**src/rtl/rand_pkg.sv**
```systemverilog
// rand_pkg: shared constants, FSM state type and LCG step for the random server.
// Contents: LCG_A/LCG_C multiplier and increment, LCG_W state width, RAND_W result width,
//           rs_state_t FSM encoding, lcg_step() one-step generator update.
package rand_pkg;

  localparam logic [31:0] LCG_A  = 32'h41C64E6D;
  localparam logic [31:0] LCG_C  = 32'h3039;
  localparam int          LCG_W  = 31;
  localparam int          RAND_W = 16;

  typedef enum logic [1:0] {
    IDLE = 2'd0,
    DIV  = 2'd1,
    DONE = 2'd2
  } rs_state_t;

  // Only the low 31 bits of the 32-bit product/sum matter for mod 2^31.
  function automatic logic [LCG_W-1:0] lcg_step(input logic [LCG_W-1:0] x);
    return LCG_W'({1'b0, x} * LCG_A + LCG_C);
  endfunction

endpackage

```
**src/rtl/rand_urem16.sv**
```systemverilog
// rand_urem16: sequential 16-bit restoring remainder unit, one dividend bit per cycle.
// Ports: clk/rst; start loads dividend/divisor; done is high during the cycle that
//        processes the last bit, and rem carries the final remainder in that same cycle.
module rand_urem16
  import rand_pkg::*;
(
  input  logic              clk,
  input  logic              rst,
  input  logic              start,
  input  logic [RAND_W-1:0] dividend,
  input  logic [RAND_W-1:0] divisor,
  output logic              done,
  output logic [RAND_W-1:0] rem
);

  localparam int CNT_W = $clog2(RAND_W);

  logic [RAND_W-1:0] q;
  logic [RAND_W-1:0] d;
  logic [RAND_W-1:0] r;
  logic [RAND_W-1:0] r_nx;
  logic [RAND_W:0]   trial;
  logic [CNT_W-1:0]  cnt;
  logic              active;

  // The partial remainder always stays below the divisor, so 16 bits of state
  // suffice; only the shifted trial value needs the 17th bit.
  always_comb begin
    trial = {r, q[RAND_W-1]};
    if (trial >= {1'b0, d}) r_nx = RAND_W'(trial - {1'b0, d});
    else                    r_nx = trial[RAND_W-1:0];
  end

  // rem is the step result, so the owner can capture it on the same edge
  // that consumes the final bit.
  assign done = active && (cnt == '0);
  assign rem  = r_nx;

  always_ff @(posedge clk or posedge rst) begin
    if (rst) begin
      q      <= '0;
      d      <= '0;
      r      <= '0;
      cnt    <= '0;
      active <= 1'b0;
    end else if (start) begin
      q      <= dividend;
      d      <= divisor;
      r      <= '0;
      cnt    <= CNT_W'(RAND_W - 1);
      active <= |divisor;
    end else if (active) begin
      r   <= r_nx;
      q   <= {q[RAND_W-2:0], 1'b0};
      cnt <= cnt - 1'b1;
      if (cnt == '0) active <= 1'b0;
    end
  end

endmodule

```
**src/rtl/rand_server.sv**
```systemverilog
// rand_server: one 31-bit LCG shared round-robin among N_REQ requesters, result mod bound.
// Ports: req/bound per requester in; seed_we/seed_val reload the LCG; ack one-hot pulse,
//        rdata result (valid with ack), busy while not IDLE. All outputs registered.
module rand_server
  import rand_pkg::*;
#(
  parameter int               N_REQ = 4,
  parameter logic [LCG_W-1:0] SEED  = 31'd1
) (
  input  logic                    clk,
  input  logic                    rst,
  input  logic [N_REQ-1:0]        req,
  input  logic [N_REQ*RAND_W-1:0] bound,
  input  logic                    seed_we,
  input  logic [LCG_W-1:0]        seed_val,
  output logic [N_REQ-1:0]        ack,
  output logic [RAND_W-1:0]       rdata,
  output logic                    busy
);

  localparam int IW = $clog2(N_REQ);

  // Returns {found, index}: first set bit after from_last, wrapping. Iterating
  // from the farthest offset down lets the nearest hit overwrite the others.
  function automatic logic [IW:0] rr_pick(input logic [N_REQ-1:0] r,
                                          input logic [IW-1:0]    from_last);
    logic [IW:0] res;
    int          idx;
    res = '0;
    for (int k = N_REQ; k >= 1; k--) begin
      idx = (int'(from_last) + k) % N_REQ;
      if (r[idx]) res = {1'b1, idx[IW-1:0]};
    end
    return res;
  endfunction

  rs_state_t         state, state_nx;
  logic [LCG_W-1:0]  x;
  logic [LCG_W-1:0]  x_adv;
  logic [IW-1:0]     g;
  logic [IW-1:0]     last;
  logic [IW-1:0]     pick_idx;
  logic              pick_vld;
  logic              grant;
  logic [RAND_W-1:0] raw;
  logic [RAND_W-1:0] bound_sel;
  logic              u_done;
  logic [RAND_W-1:0] u_rem;
  logic [N_REQ-1:0]  ack_d;
  logic [RAND_W-1:0] rdata_d;
  logic              busy_d;

  assign {pick_vld, pick_idx} = rr_pick(req, last);
  assign grant     = (state == IDLE) && pick_vld;
  assign x_adv     = lcg_step(x);
  assign raw       = x_adv[LCG_W-1 -: RAND_W];
  assign bound_sel = bound[{pick_idx, 4'b0000} +: RAND_W];

  rand_urem16 u_urem (
    .clk      (clk),
    .rst      (rst),
    .start    (grant && (bound_sel != '0)),
    .dividend (raw),
    .divisor  (bound_sel),
    .done     (u_done),
    .rem      (u_rem)
  );

  always_ff @(posedge clk or posedge rst) begin
    if (rst) state <= IDLE;
    else     state <= state_nx;
  end

  always_comb begin
    state_nx = state;
    case (state)
      IDLE:    if (grant) state_nx = (bound_sel != '0) ? DIV : DONE;
      DIV:     if (u_done) state_nx = DONE;
      DONE:    state_nx = IDLE;
      default: state_nx = IDLE;
    endcase
  end

  // Next values for the registered outputs. A zero bound completes straight
  // from the grant with the unreduced raw value.
  always_comb begin
    ack_d   = '0;
    rdata_d = rdata;
    busy_d  = (state_nx != IDLE);
    if (grant && (bound_sel == '0)) begin
      ack_d[pick_idx] = 1'b1;
      rdata_d         = raw;
    end
    if ((state == DIV) && u_done) begin
      ack_d[g] = 1'b1;
      rdata_d  = u_rem;
    end
  end

  always_ff @(posedge clk or posedge rst) begin
    if (rst) begin
      ack   <= '0;
      rdata <= '0;
      busy  <= 1'b0;
      x     <= SEED;
      g     <= '0;
      last  <= IW'(N_REQ - 1);
    end else begin
      ack   <= ack_d;
      rdata <= rdata_d;
      busy  <= busy_d;
      // A reload wins over the advance of a same-cycle grant.
      if (seed_we)    x <= seed_val;
      else if (grant) x <= x_adv;
      if (grant)         g    <= pick_idx;
      if (state == DONE) last <= g;
    end
  end

endmodule

```
**config.mk**
```make
export PLATFORM = sky130hd
export DESIGN_NAME = rand_server
export DESIGN_NICKNAME = d
export VERILOG_FILES = /design/src/rtl/rand_pkg.sv /design/src/rtl/rand_urem16.sv /design/src/rtl/rand_server.sv
export SDC_FILE = /design/constraint.sdc
export NUM_CORES = 1
export LEC_CHECK = 0
export ABC_AREA = 0
export CAP_MARGIN = 10
export CORE_MARGIN = 2
export CORE_UTILIZATION = 40
export CTS_BUF_LIST = sky130_fd_sc_hd__clkbuf_4 sky130_fd_sc_hd__clkbuf_8 sky130_fd_sc_hd__clkbuf_16
export CTS_CLUSTER_DIAMETER = 150
export DETAILED_ROUTE_END_ITERATION = 7
export DONT_BUFFER_PORTS = 1
export PLACE_DENSITY = 0.54
export SETUP_SLACK_MARGIN = 0.5
export SLEW_MARGIN = 20
export SYNTH_ARGS = -nofsm -noshare
export SYNTH_HDL_FRONTEND = slang
export SYNTH_HIERARCHICAL = 1
export SYNTH_SLANG_ARGS = --single-unit
export TNS_END_PERCENT = 5
```
**constraint.sdc**
```tcl
create_clock -name clk -period 9.5 [get_ports clk]
set_input_delay 0.95 -clock clk [delete_from_list [all_inputs] [get_ports clk]]
set_output_delay 0.95 -clock clk [all_outputs]
set_load 0.005 [all_outputs]
```
==> metrics, run 1 <==
status=finished, final reports clean; CP arrival=8.25 ns; Most used DFF post-synth=dfrtp_1; Vias/cell=approximately 5.2; vias post-DR=~12000; largest net degree at the start of global routing=76; Worst slew margin=approximately 36%; Worst Path Required=9.80 ns; post-synth net total=2257; CP Max Fanout=10; Synth cell types=83; fmax=between 100 and 150 MHz; layout net count=2224; Die Area=41010 um^2; asr flop ratio synth=between 90% and 100%; final-report hold violation count=0; Avg Inst Size Synth=8.936 um^2; Post-CTS Setup Repair Bufs=0; Tcrit/Tclk final=83.69%; Tightest Hold Check Type=in -> async; Starting Density=between 40% and 50%; initial antenna violation count=0; core area=38740 um^2; chip width=202.5 um; RSZ-0062 raised after global routing=no; most frequent cells in the layout=inv_1, ha_1, fa_1, nand2_1, dfrtp_1; CTS Hold Buffers Added=0; drt pass-1 iters=6; setup TNS=0 ns; Min Clock Period, post-route=a little under 8 ns; Setup Crit Path Kind=reg -> reg; CTS tree=done; overall routing resource usage=a little under a quarter; clock sinks=111; Iter 0 DRT Violations=approximately 760; DIE HEIGHT=202.5 um; Worst Skew=0.01384 ns; Post-CTS Resized=0; layout cells sized above 1=4.090%; global-route wire length before repair=around 71000 um; max cap viols=0; root buffer cell=clkbuf_16; HPWL Detailed=37960 um; ant diodes=0; CTS Buf Count=9; Mapped Cells=between 1500 and 2000; Layout area overhead=4.953%; most common cell after layout, fill and taps aside=inv_1; row count=72; vias in the first global route=roughly 12000; CP endpoint kind=flop; worst-margin pin slew=0.9616 ns; RD Place Congestion=0.9484; total gr overflow=0; Post-Route WL=about 45000 um; synth warn=6; fin. max-slew vios=0; clock slew at reported path FFs=0.09 ns; post-route ant nets=0; final setup violation count=0; Cell Area, Synth=15760 um^2; IO Count=~120; FF+latch count, synth=approximately 110; CTS max path bufs=2; number of flops mapped to enable cells by yosys=0; Setup crit start kind=flop; sequential-to-total area share from yosys stat=between 10% and 20%; IO Port Bufs=0; residual DRC count=0; DR WL/cell=around 20 um; htree depth=3; clk_lat worst skew=approximately 0.38 ns
-- critical path, cell delays in order (launching register included) --
cell	delay, ns
dfstp_2	0.72
inv_1	0.16
ha_1	0.37
inv_1	0.26
ha_1	0.20
inv_1	0.05
fa_1	0.52
inv_1	0.05
fa_1	0.41
ha_1	0.28
inv_1	0.05
fa_1	0.48
inv_1	0.06
fa_1	0.54
inv_1	0.06
fa_1	0.52
inv_1	0.04
ha_1	0.32
and4_1	0.24
a21o_1	0.20
or2_2	0.29
o311ai_1	0.60
a21oi_1	0.26
o211ai_1	0.43
a21oi_1	0.12
nor3b_1	0.41
nand2_1	0.09
o21ai_0	0.10
-- cell usage after synthesis, drive strengths merged (10+ instances only) --
cell type  instances  area (um^2)
and2              11        68.82
xor2              19        166.4
xnor2             47        411.6
nand2b            11        68.82
a211oi            17        132.6
a21o              23        173.9
inv              440         1652
a21oi             48        240.2
o31ai             13        97.59
a22oi             18        135.1
nand2            148        563.0
buf               19        117.6
mux2              15        172.7
ha               214         2678
clkbuf            33        123.9
nand3             21        110.1
and4              10        87.58
mux2i             43        430.4
o21a              12        90.09
nor2              79        299.0
fa               177         3543
o21ai             87        461.7
nand4             16        100.1
dfrtp            108         2703
-- metal layers --
metal	wire length (um)	vias to the layer above	share of wire, %	GRT usage (%)
met3	1764	26	3.9	2.793
met4	519	0	1.2	3.754
met5	0	-	0	0
met2	20840	223	46	36.39
li1	-	5621	-	-
met1	21700	5871	48	33.03
-- final timing paths --
path                                            from                       end  slack [ns]  cells past startpoint
worst max-delay path                x[0]$_DFFE_PP1P_  u_urem/q[15]$_DFFE_PP0P_        1.55                     27
worst min-delay path                             rst          ack[3]$_DFF_PP0_        0.42                      1
worst max register to register      x[0]$_DFFE_PP1P_  u_urem/q[15]$_DFFE_PP0P_        1.55                     27
worst min register to register  rdata[4]$_DFFE_PP0P_      rdata[4]$_DFFE_PP0P_        0.53                      2
max in group asynchronous                        rst         x[14]$_DFFE_PP0P_        8.06                      2
min in group clk                rdata[4]$_DFFE_PP0P_      rdata[4]$_DFFE_PP0P_        0.53                      2
-- metrics by stage --
stage	instances	utilization [%]	hold WS, ns	setup slack (ns)	cell area (um^2)
final	2254	42.71	0.4151	1.550	16540
after global routing	2254	42.71	0.4333	1.060	16540
after CTS	2254	42.69	0.4151	1.565	16540
after detailed placement	2238	41.92	0.5066	1.603	16240
after global placement	2238	41.92	0.5076	1.756	16240
after floorplan	1764	-	0.4600	2.631	15760
-- flip-flops by register name (all words and copies together) (netlist names) --
signal and flops:
x 31, u_urem/d 16, state 2, u_urem/active 1
last 2, u_urem/q 16, rdata 16, g 2
u_urem/cnt 4, u_urem/r 16, ack 4, busy 1
-- cell families (layout without fill, tap and decap cells) --
group,after synthesis,count (layout),share of synthesized area (%)
buffers and inverters,492,464,12.01
DFF,111,111,17.65
AOI/OAI and AO/OA,286,286,12.31
muxes,58,58,3.826
and+or+nand+nor,360,360,11.07
xor gates and xnor gates,66,66,3.667
adders and majority gates,391,391,39.47
-- final cells by class --
cell class                 instances  area (um^2)
fill                            3911        22190
multi-input combinational       1161        11100
sequential                       111         2781
inverter                         440         1652
tap                              518        648.1
clock buffer                      10        232.7
clock inverter                     6        67.56
timing repair buffer               8        60.06
Power of run 1 is left out: the tool's default activity adds up to more than one toggle a clock period on the data nets, which glitch-free logic cannot reach.
==> run 2: changes to the inputs <==
--- a/config.mk
+++ b/config.mk
@@ -13,7 +13,7 @@
 export CTS_CLUSTER_DIAMETER = 150
 export DETAILED_ROUTE_END_ITERATION = 7
 export DONT_BUFFER_PORTS = 1
-export PLACE_DENSITY = 0.54
+export PLACE_DENSITY = 0.56
 export SETUP_SLACK_MARGIN = 0.5
 export SLEW_MARGIN = 20
 export SYNTH_ARGS = -nofsm -noshare
==> constraint.sdc (replaced) <==
create_clock -name clk -period 6.7 [get_ports clk]
set_input_delay 0.67 -clock clk [delete_from_list [all_inputs] [get_ports clk]]
set_output_delay 0.67 -clock clk [all_outputs]
set_load 0.005 [all_outputs]
==> run 2 against run 1 <==
Final cell count up 2.5%. Largest cell class unchanged. Worst setup slack worse by 1.4 ns. Clock skew up 0.013 ns. Maximum frequency up 22%.
==> metrics, run 2 (same netlist as run 1, synthesis figures left out) <==
residual DRC count=0 (unchanged); vias in the first global route=12600 (+4.3%); status=finished, final reports clean; final setup violation count=0 (unchanged); # placed instances=2275 (+1.7%); Layout area overhead=11.22%; worst setup margin=0.1894 ns (-1.360 ns); CP Max Fanout=5 (-5); worst-margin pin slew=0.9550 ns (-0.006575 ns); RSZ-0062 raised after global routing=yes; Min Clock Period, post-route=6.511 ns (-1.440 ns); drt pass-1 iters=5 (-1); Worst Path Required=6.97 ns (-2.83 ns); layout net count=2280 (+2.5%); core area=38740 um^2 (unchanged); Starting Density=40.69% (unchanged); root buffer cell=clkbuf_16; CTS max path bufs=2 (unchanged); ant diodes=0 (unchanged); vias post-DR=11950 (+1.8%); clk_lat worst skew=0.40 ns (+0.02 ns); RD Place Congestion=0.9371 (-1.2%); Register-to-Register Path Depth=25 (-7.4%); most frequent cells in the layout=inv_1, ha_1, fa_1, nand2_1, dfrtp_1; setup TNS=0 ns (unchanged); IO Count=123 (unchanged); Setup crit start kind=flop; Worst slew margin=36.33% (+0.65 points); DR WL/cell=20.00 um (+0.57%); Vias/cell=5.173 (-0.70%); CP arrival=6.78 ns (-1.47 ns); fin. max-slew vios=0 (unchanged); Critical Path Sink=x[30]$_DFFE_PP0P_; final std cells w/o fill=2310 (+2.5%); Reg2Reg Launch Point=x[9]$_DFFE_PP0P_; chip width=202.5 um (unchanged); Largest Register=x; Die Area=41010 um^2 (unchanged); Worst Skew=0.02690 ns (+0.01306 ns); clock sinks=111 (unchanged); IO Port Bufs=0 (unchanged); Tightest Hold Check Type=in -> async; Post-Route WL=46200 um (+3.1%); DIE HEIGHT=202.5 um (unchanged); row count=72 (unchanged); worst slack at placement=-0.003757 ns (-1.607 ns); layout cells sized above 1=12.22% (+8.1 points); CTS tree=done; CTS Hold Buffers Added=0 (unchanged); overall routing resource usage=23.19% (+0.60 points); crit path from=x[9]$_DFFE_PP0P_; total gr overflow=0 (unchanged); clock slew at reported path FFs=0.11 ns (+0.02 ns); final-report hold violation count=0 (unchanged); global-route wire length before repair=72590 um (+2.6%); initial antenna violation count=3 (+3); Tcrit/Tclk final=97.17% (+13 points); post-route ant nets=0 (unchanged); Iter 0 DRT Violations=831 (+9.8%); max FFs per register=31 (unchanged); largest net degree at the start of global routing=62 (-18%); FF-to-FF setup slack=0.19 ns (-1.36 ns); reg2reg end=x[30]$_DFFE_PP0P_; max cap viols=0 (unchanged); most common cell after layout, fill and taps aside=inv_1; CTS Buf Count=9 (unchanged); fmax=153.6 MHz (+22%); CP endpoint kind=flop; htree depth=3 (unchanged); HPWL Detailed=39030 um (+2.8%); Setup Crit Path Kind=reg -> reg
## run 2: stage by stage
step	hold WS (ns)	util (%)	cell area [um^2]
floorplan	0.4600	-	15940
global placement	0.4819	43.09	16690
detailed placement	0.4874	43.09	16690
CTS	0.3654	44.60	17280
global route	0.3563	45.26	17530
finish	0.3702	45.26	17530
## run 2: final cells by class
type                            instances  area (um^2)
Clock buffer                            9        225.2
Clock inverter                          7        97.59
Fill cell                            3855        21210
Inverter                              440         1652
Multi-Input combinational cell       1161        11620
Sequential cell                       111         2800
Tap cell                              518        648.1
Timing Repair Buffer                   64        488.0
## run 2: worst max-delay path: stages (launching register included)
cell      delay [ns]
dfrtp_2         0.47
ha_4            0.34
fa_1            0.46
fa_1            0.52
inv_1           0.06
fa_1            0.52
inv_1           0.04
ha_1            0.27
inv_1           0.04
fa_1            0.47
inv_1           0.06
fa_1            0.54
inv_1           0.06
fa_1            0.52
inv_1           0.06
ha_4            0.16
or2_2           0.28
o311a_1         0.35
o311ai_4        0.14
a21oi_4         0.13
buf_6           0.13
o211ai_1        0.17
buf_4           0.16
nand4b_1        0.09
nor3b_2         0.18
a21o_1          0.18
## run 2: metal layers
layer / share of wire [%] / up-vias / wire length [um] / GRT usage [%]
met5: 0.058 / - / 27 / 0
met4: 2.2 / 4 / 1036 / 5.657
met3: 4.6 / 61 / 2145 / 3.419
met2: 45 / 233 / 20990 / 37.00
met1: 48 / 5934 / 22000 / 33.14
li1: - / 5717 / - / -
## run 2: how the worst min path moves through the flow
stage                                to  slack (ns)            startpoint  depth (start not counted)
3_3_place_gp       rdata[2]$_DFFE_PP0P_        0.48  rdata[2]$_DFFE_PP0P_                          2
4_1_cts               x[27]$_DFFE_PP0P_        0.37               seed_we                          1
3_5_place_dp       rdata[2]$_DFFE_PP0P_        0.49  rdata[2]$_DFFE_PP0P_                          2
6_report       u_urem/q[12]$_DFFE_PP0P_        0.37                   rst                          2
2_1_floorplan      rdata[2]$_DFFE_PP0P_        0.46  rdata[2]$_DFFE_PP0P_                          2
5_1_grt               x[21]$_DFFE_PP0P_        0.36               seed_we                          1
## run 2: timing repair
item                       4_1_cts  5_1_grt
gates resized for setup         31       60
buffers inserted                17        2
pin swaps                       30       43
setup endpoints to repair       42       47
Power of run 2 is left out for the same reason.
==> run 3: changes to the inputs <==
--- a/config.mk
+++ b/config.mk
@@ -7,6 +7,7 @@
 export LEC_CHECK = 0
 export ABC_AREA = 0
 export CAP_MARGIN = 10
+export CORE_ASPECT_RATIO = 0.7
 export CORE_MARGIN = 2
 export CORE_UTILIZATION = 40
 export CTS_BUF_LIST = sky130_fd_sc_hd__clkbuf_4 sky130_fd_sc_hd__clkbuf_8 sky130_fd_sc_hd__clkbuf_16
==> run 3 against run 2 <==
Non-clock buffer count is 8 higher. Maximum frequency is 2.6% lower. Critical path type unchanged. Critical path depth is 1 higher. Final cell count is 0.78% higher. Global-route usage is 0.62 points higher. Hold slack worse by 0.11 ns.
==> metrics, run 3 (same netlist as run 1, synthesis figures left out) <==
Worst Path Required=6.93 ns (-0.04 ns); initial antenna violation count=1 (-2); CP arrival=6.92 ns (+0.14 ns); Iter 0 DRT Violations=997 (+20%); setup TNS=0 ns (unchanged); CTS max path bufs=2 (unchanged); overall routing resource usage=23.81% (+0.62 points); max FFs per register=31 (unchanged); Setup Crit Path Kind=reg -> reg; HPWL Detailed=39910 um (+2.2%); global-route wire length before repair=72650 um (about the same); Die Area=41040 um^2 (about the same); total gr overflow=0 (unchanged); Final Core Density=45.21% (-0.051 points); IO Count=123 (unchanged); htree depth=3 (unchanged); Worst Skew=0.01874 ns (-0.008162 ns); DR WL/cell=20.31 um (+1.5%); largest net degree at the start of global routing=76 (+23%); row count=60 (-17%); CTS Buf Count=9 (unchanged); most frequent cells in the layout=inv_1, ha_1, fa_1, nand2_1, dfrtp_1; layout cells sized above 1=11.72% (-0.50 points); post-route ant nets=0 (unchanged); placed instance area=16780 um^2 (+0.52%); RSZ-0062 raised after global routing=yes; fin. max-slew vios=0 (unchanged); Starting Density=40.77% (+0.079 points); Tcrit/Tclk final=99.80% (+2.6 points); max cap viols=0 (unchanged); Vias/cell=5.185 (+0.24%); Worst slew margin=37.13% (+0.80 points); Layout area overhead=10.88%; fmax=149.5 MHz (-2.6%); CTS Hold Buffers Added=0 (unchanged); Setup crit start kind=flop; clk_lat worst skew=0.39 ns (about the same); vias post-DR=12070 (+1.0%); RD Place Congestion=0.9264 (-1.1%); worst-margin pin slew=0.9430 ns (-0.01193 ns); layout net count=2288 (+0.35%); IO Port Bufs=0 (unchanged); CTS tree=done; final setup violation count=0 (unchanged); final-report hold violation count=0 (unchanged); Largest Register=x; Post-Route WL=47280 um (+2.3%); vias in the first global route=12200 (-3.2%); CP endpoint kind=flop; most common cell after layout, fill and taps aside=inv_1; clock sinks=111 (unchanged); residual DRC count=0 (unchanged); clock slew at reported path FFs=0.09 ns (-0.02 ns); drt pass-1 iters=5 (unchanged); Min Clock Period, post-route=6.687 ns (+0.1763 ns); core area=38660 um^2 (-0.19%); status=finished, final reports clean; WHS=0.2589 ns (-0.1114 ns); final instance area=17480 um^2 (-0.31%); DIE HEIGHT=170.1 um (-16%); Tightest Hold Check Type=in -> async; root buffer cell=clkbuf_16; CP Max Fanout=4 (-1); chip width=241.3 um (+19%)
-- run 3: cell count changes in the layout (fill, tap and decap cells not counted), sizes merged --
cell,previous run,this run
clkinv,3,0
inv,444,446
diode,0,1
buf,64,72
clkinvlp,0,1
-- run 3: final timing paths --
kind                       slack, ns                        to                 start  cells after the start
setup / recovery                0.01  u_urem/q[15]$_DFFE_PP0P_      x[3]$_DFFE_PP0P_                     26
hold / removal                  0.26            busy$_DFF_PP0_                   rst                      1
setup reg to reg                0.01  u_urem/q[15]$_DFFE_PP0P_      x[3]$_DFFE_PP0P_                     26
hold reg to reg                 0.52      rdata[0]$_DFFE_PP0P_  rdata[0]$_DFFE_PP0P_                      2
max in group asynchronous       5.48          x[0]$_DFFE_PP1P_                   rst                      2
min in group clk                0.40         x[25]$_DFFE_PP0P_               seed_we                      1
-- run 3: stage by stage --
| stage | setup WS [ns] | cells |
|---|---|---|
| floorplan | 0.4388 | 1764 |
| global placement | 0.03108 | 2294 |
| detailed placement | -0.002175 | 2294 |
| CTS | 0.006495 | 2320 |
| global route | -0.1563 | 2327 |
| finish | 0.01311 | 2328 |
-- run 3: routing by layer --
metal | wire, um | up-vias | global-route usage (%)
li1 | - | 5746 | -
met2 | 18120 | 347 | 30.68
met4 | 421 | 0 | 3.328
met5 | 0 | - | 0
met3 | 4505 | 24 | 7.186
met1 | 24230 | 5954 | 38.56
-- run 3: layout make-up --
cell class | instances | area (um^2)
clock buffer | 9 | 225.2
antenna | 1 | 2.502
clock inverter | 7 | 70.07
fill | 3785 | 21180
inverter | 440 | 1652
sequential | 111 | 2795
multi-input combinational | 1161 | 11510
timing repair buffer | 72 | 560.5
tap | 527 | 659.4
-- run 3: timing repair --
action,in CTS,in global routing
buffers inserted,10,6
gates cloned,0,0
endpoints found under the setup margin,45,51
resized for setup,18,47
pin swaps,21,23
-- run 3: worst max-delay path, stage by stage, from the launching register on --
cell	delay (ns)
dfrtp_2	0.48
ha_2	0.27
fa_1	0.53
inv_1	0.05
fa_1	0.45
fa_1	0.50
inv_1	0.04
ha_1	0.26
inv_1	0.04
fa_1	0.47
inv_1	0.05
fa_1	0.50
inv_1	0.06
fa_1	0.51
inv_2	0.05
ha_4	0.22
and4_4	0.16
a21o_1	0.18
or2_4	0.27
o311ai_4	0.38
a21oi_4	0.15
o211ai_1	0.30
buf_4	0.18
nand4b_1	0.10
nor3b_4	0.18
nand2_1	0.08
o21ai_1	0.07
Power of run 3 is left out for the same reason.
